<file path="config.mk">
export PLATFORM = sky130hd
export DESIGN_NAME = wb_regfile
export DESIGN_NICKNAME = d
export VERILOG_FILES = /design/src/rtl/wb_regfile_pkg.sv /design/src/rtl/wb_regfile_core.sv /design/src/rtl/wb_regfile.sv
export SDC_FILE = /design/constraint.sdc
export NUM_CORES = 2
export LEC_CHECK = 0
export CELL_PAD_IN_SITES_DETAIL_PLACEMENT = 2
export CELL_PAD_IN_SITES_GLOBAL_PLACEMENT = 2
export CORE_MARGIN = 1.5
export CORE_UTILIZATION = 45
export DETAILED_ROUTE_END_ITERATION = 8
export PLACE_DENSITY_LB_ADDON = 0.1
export SLEW_MARGIN = 0
export SYNTH_ARGS = -nofsm -noshare
export SYNTH_HDL_FRONTEND = slang
export SYNTH_SLANG_ARGS = --single-unit
</file>
<file path="constraint.sdc">
create_clock -name clk -period 65 [get_ports clk]
set_clock_uncertainty 0.1 [all_clocks]
set_input_delay 19.5 -clock clk [delete_from_list [all_inputs] [get_ports clk]]
set_output_delay 19.5 -clock clk [all_outputs]
set_load 0.05 [all_outputs]
</file>
<file path="src/rtl/wb_regfile_pkg.sv">
// Shared pipeline constants, write-port payload and write-back source helper.
package wb_regfile_pkg;

    localparam int unsigned XLEN       = 32;
    localparam int unsigned NREGS      = 32;
    localparam int unsigned REG_ADDR_W = 5;
    localparam int unsigned CNT_W      = 32;

    localparam logic [REG_ADDR_W-1:0] ZERO_REG = REG_ADDR_W'(0);

    localparam logic WB_SRC_ALU = 1'b0;
    localparam logic WB_SRC_MEM = 1'b1;

    // Register file write port; en is already qualified as a real commit
    typedef struct packed {
        logic                  en;
        logic [REG_ADDR_W-1:0] addr;
        logic [XLEN-1:0]       data;
    } rf_wr_t;

    function automatic logic [XLEN-1:0] wb_select(
        input logic            mem_to_reg,
        input logic [XLEN-1:0] load_data,
        input logic [XLEN-1:0] alu_res
    );
        return (mem_to_reg == WB_SRC_MEM) ? load_data : alu_res;
    endfunction

endpackage

</file>
<file path="src/rtl/wb_regfile_core.sv">
// 31-entry integer register file: one write port, two combinational read
// ports with x0 hardwired to zero and write-first bypass.
module regfile_core
    import wb_regfile_pkg::*;
(
    input  logic                  clk,
    input  logic                  rst,
    input  rf_wr_t                wr,
    input  logic [REG_ADDR_W-1:0] rs1_addr,
    input  logic [REG_ADDR_W-1:0] rs2_addr,
    output logic [XLEN-1:0]       rs1_data,
    output logic [XLEN-1:0]       rs2_data
);

    // x0 has no storage; entries start at index 1
    logic [XLEN-1:0] regs [1:NREGS-1];

    always_ff @(posedge clk or posedge rst) begin
        if (rst) begin
            for (int unsigned i = 1; i < NREGS; i++) begin
                regs[REG_ADDR_W'(i)] <= '0;
            end
        end else if (wr.en && (wr.addr != ZERO_REG)) begin
            regs[wr.addr] <= wr.data;
        end
    end

    always_comb begin
        rs1_data = '0;
        if (rs1_addr == ZERO_REG) begin
            rs1_data = '0;
        end else if (wr.en && (wr.addr == rs1_addr)) begin
            rs1_data = wr.data;
        end else begin
            rs1_data = regs[rs1_addr];
        end
    end

    always_comb begin
        rs2_data = '0;
        if (rs2_addr == ZERO_REG) begin
            rs2_data = '0;
        end else if (wr.en && (wr.addr == rs2_addr)) begin
            rs2_data = wr.data;
        end else begin
            rs2_data = regs[rs2_addr];
        end
    end

endmodule

</file>
<file path="src/rtl/wb_regfile.sv">
// Write-back stage: source select, commit qualification, commit counter and
// the integer register file.
module wb_regfile
    import wb_regfile_pkg::*;
(
    input  logic                  clk,
    input  logic                  rst,
    input  logic [XLEN-1:0]       MEMWB_LoadData,
    input  logic [XLEN-1:0]       MEMWB_AluRES,
    input  logic [REG_ADDR_W-1:0] MEMWB_rd,
    input  logic                  MEMWB_WriteBack,
    input  logic                  MEMWB_MemToReg,
    input  logic [REG_ADDR_W-1:0] ID_rs1,
    input  logic [REG_ADDR_W-1:0] ID_rs2,
    output logic [XLEN-1:0]       RF_rs1_data,
    output logic [XLEN-1:0]       RF_rs2_data,
    output logic [XLEN-1:0]       WB_data,
    output logic [CNT_W-1:0]      WB_count
);

    logic              commit;
    rf_wr_t            rf_wr;
    logic [CNT_W-1:0]  count_q;

    assign WB_data = wb_select(MEMWB_MemToReg, MEMWB_LoadData, MEMWB_AluRES);

    // Writes to x0 are dropped entirely and never counted
    assign commit = MEMWB_WriteBack && (MEMWB_rd != ZERO_REG);

    assign rf_wr.en   = commit;
    assign rf_wr.addr = MEMWB_rd;
    assign rf_wr.data = WB_data;

    always_ff @(posedge clk or posedge rst) begin
        if (rst) begin
            count_q <= '0;
        end else if (commit) begin
            count_q <= count_q + CNT_W'(1);
        end
    end

    assign WB_count = count_q;

    regfile_core u_core (
        .clk      (clk),
        .rst      (rst),
        .wr       (rf_wr),
        .rs1_addr (ID_rs1),
        .rs2_addr (ID_rs2),
        .rs1_data (RF_rs1_data),
        .rs2_data (RF_rs2_data)
    );

endmodule

</file>
==> flow_summary.ini <==
[drt]
drt_iter0_drc = 3608
postRouteAntennaNets = 0
totalWireLength_mm = 220
drcViolationCount = 0
drt_pass1_iterations = 5
vias_per_cell = 6.77
wl_per_cell_um = 33.7
dr_total_vias = 44266

[sta]
fin_crit_ns = 44.26
relSlewSlack = 0.157
hold_violations = 0
tightest_slew_ns = 1.27
fmax_ghz = 0.0226
finalMaxSlewViolations = 0
setup-violations-final = 0
grt_setup_unrepaired = no
tns_ns = 0
fin_crit_sh = 0.681

[yosys]
synth_fp_nets = 5055
ys_seq_area_frac = 0.480
netlist-cell-type-count = 59
synth_top_area_share = 0.480
synth_seq_cells = 1024
syn_avg_cell_area_um2 = 10.7
yosys.area.top_type = dfrtp_1
yosys_warnings = 0
async_reset_ff_frac = 1.00
synth_enable_flop_cells = 0
synthFlopType = dfrtp_1
synth_area_leaders = dfrtp_1 (48%), mux4_2 (19%), o21ai_0 (6.1%), nand2_1 (5.4%), a21oi_1 (3.7%)
synthCells = 4971
netlist_area_um2 = 53300

[floorplanning]
initial_core_util = 0.453
fp-row-count = 126
die_h_um = 347
die_area_um2 = 121000
io_pins = 211
fp.dieW_um = 347
core_um2 = 118000

[place]
place.port_buffers = 210
dpl_cell_area_um2 = 56800
hpwl_mm = 125
place_congestion = 0.807

[clocking]
tritoncts = done
clkTransAtPathRegs_ns = 0.06
cts_buffer_depth = 3
htree_levels = 3
cts_made_buffers = 117
cts.repair.resized = 0
root_buffer = clkbuf_16
cts.sinks = 1024
clk-insertion-delay-late_ns = 0.73
cts_hold_buf = 0
postCtsSetupBuffers = 0

[global_routing]
grt_util_all_layers = 0.370
grt_pass1_vias = 48995
grt-ovfl-total = 0
antenna_found_initial = 5
grt_max_degree = 177
grt_pass1_wl_mm = 331

[power_and_ir_drop]
power.total_uw = 2110
vdd_drop_max_uv = 21.5
leakage_uw = 0.0255
power_density_nw_per_um2 = 34.6

[setup_path]
r2r_slack_ns = 62.34
crit_type = input pin to output pin
required_ns = 45.40
crit_path_start_kind = input pin
end_kind = output pin
cp.arrival_ns = 24.66
cp_max_fo = 55

[cells_and_area]
syn_to_final_growth_pct = 14.3
stdcell_area_um2 = 60900
drive_gt1_frac = 0.186
fillers = 11506
nNetsFinal = 4988

[outcome]
outcome = completed

[flow_run]
cap_violations = 0

[min_path]
hp-class = register to register
==> cell families (layout without fill, tap and decap cells) <==
family,count (synthesis),in the layout,synth area share
adders and majority gates,1,1,0.000235
buffers and inverters,551,582,0.0424
AOI/OAI and AO/OA,1327,1327,0.142
xor gates and xnor gates,41,41,0.00673
and+or+nand+nor,1415,1415,0.108
muxes,612,612,0.220
DFF,1024,1024,0.480
other,0,1,0
==> routing by layer <==
| metal | track usage | up-vias | wire, um |
|---|---|---|---|
| met2 | 0.600 | 1709 | 105000 |
| met5 | 0 | - | 11 |
| li1 | - | 17863 | - |
| met4 | 0.154 | 2 | 9410 |
| met3 | 0.0598 | 513 | 14400 |
| met1 | 0.495 | 24179 | 91100 |
==> final timing paths <==
| check | startpoint | to | cells after the start |
|---|---|---|---|
| worst min register to register | WB_count[31] | WB_count[31] | 1 |
| worst max-delay path | ID_rs1[1] | RF_rs1_data[18] | 9 |
| worst min-delay path | WB_count[31] | WB_count[31] | 1 |
| worst max register to register | WB_count[0] | WB_count[30] | 6 |
| min in group asynchronous | rst | WB_count[28] | 2 |
| max in group asynchronous | rst | u_core.regs[104] | 5 |
==> synth_stat cells (29+ instances only) <==
master	count
a21oi_1	391
a221oi_1	62
a22o_1	93
a22oi_1	30
buf_2	107
clkbuf_1	359
dfrtp_1	1024
inv_1	42
mux2_2	95
mux2i_1	78
mux4_2	439
nand2_1	768
nand3_1	47
nor2_1	445
nor2b_1	40
nor3_1	69
o211ai_1	29
o21ai_0	655
o221ai_1	31
==> power by group <==
group	internal (uW)	leakage [uW]	switching [uW]
clock	426	0.00201	288
sequential	772	0.0129	121
combinational	225	0.0106	274
==> worst max-delay path: stages <==
cell and delay [ns]:
buf_8 0.44, buf_4 0.64, buf_4 0.85, buf_4 0.84, mux4_2 0.43, mux2_2 0.28
o211ai_1 0.38, o221ai_1 0.30, clkdlybuf4s50_1 0.78
==> sequential cells by signal, summed over array words and instances, names as in the netlist <==
| name | cells |
|---|---|
| WB_count | 32 |
| u_core.regs | 992 |
==> metrics by stage <==
| step | setup WS [ns] | util | hold slack, ns | instances |
|---|---|---|---|---|
| final | 20.74 | 0.517 | 0.374 | 6539 |
| after global routing | 20.67 | 0.517 | 0.398 | 6538 |
| after CTS | 20.84 | 0.517 | 0.377 | 6538 |
| after detailed placement | 20.85 | 0.483 | 0.369 | 6321 |
| after global placement | 20.90 | 0.483 | 0.358 | 6321 |
| after floorplan | 16.58 | - | 0.359 | 4971 |
==> cell usage in the layout (no fill, tap or decap), types with 4 or more instances in the layout <==
cell type | Yosys | layout
nand3_1 | 47 | 46
bufinv_16 | 0 | 14
clkbuf_1 | 359 | 27
mux2_2 | 95 | 95
mux2i_1 | 78 | 46
buf_8 | 0 | 5
clkdlybuf4s50_1 | 0 | 201
a21oi_1 | 391 | 391
xor2_1 | 15 | 15
xnor2_1 | 26 | 26
dfrtp_1 | 1024 | 1024
nor3b_1 | 4 | 4
nand4_1 | 10 | 10
o221ai_1 | 31 | 31
nand3b_1 | 4 | 4
clkinvlp_4 | 0 | 5
a22o_1 | 93 | 93
nand2_4 | 0 | 9
mux2i_4 | 0 | 31
o21ai_1 | 13 | 14
and3_1 | 5 | 5
nor3_1 | 69 | 69
o21ai_0 | 655 | 654
a221oi_1 | 62 | 62
nor2b_1 | 40 | 35
nand2_1 | 768 | 752
nor2_1 | 445 | 431
inv_1 | 42 | 41
clkinv_2 | 0 | 17
nor2_4 | 0 | 14
a22oi_1 | 30 | 30
buf_4 | 15 | 109
nor2b_4 | 0 | 5
clkbuf_16 | 0 | 121
nand2_2 | 0 | 7
mux4_2 | 439 | 439
clkbuf_8 | 0 | 27
o211ai_1 | 29 | 29
a211oi_1 | 5 | 5
==> layout make-up <==
| class | count | area, um^2 | share of cell area |
|---|---|---|---|
| multi-input cells | 3396 | 26100 | 0.429 |
| flip-flops and latches | 1024 | 25600 | 0.420 |
| clock buffers | 175 | 3500 | 0.0574 |
| repair buffers | 321 | 2990 | 0.0491 |
| well taps | 1536 | 1920 | 0.0315 |
| clock inverters | 42 | 611 | 0.0100 |
| inverters | 44 | 173 | 0.00283 |
| diodes | 1 | 2.50 | 0.0000411 |
No activity file was read; power rests on OpenSTA's default activity.
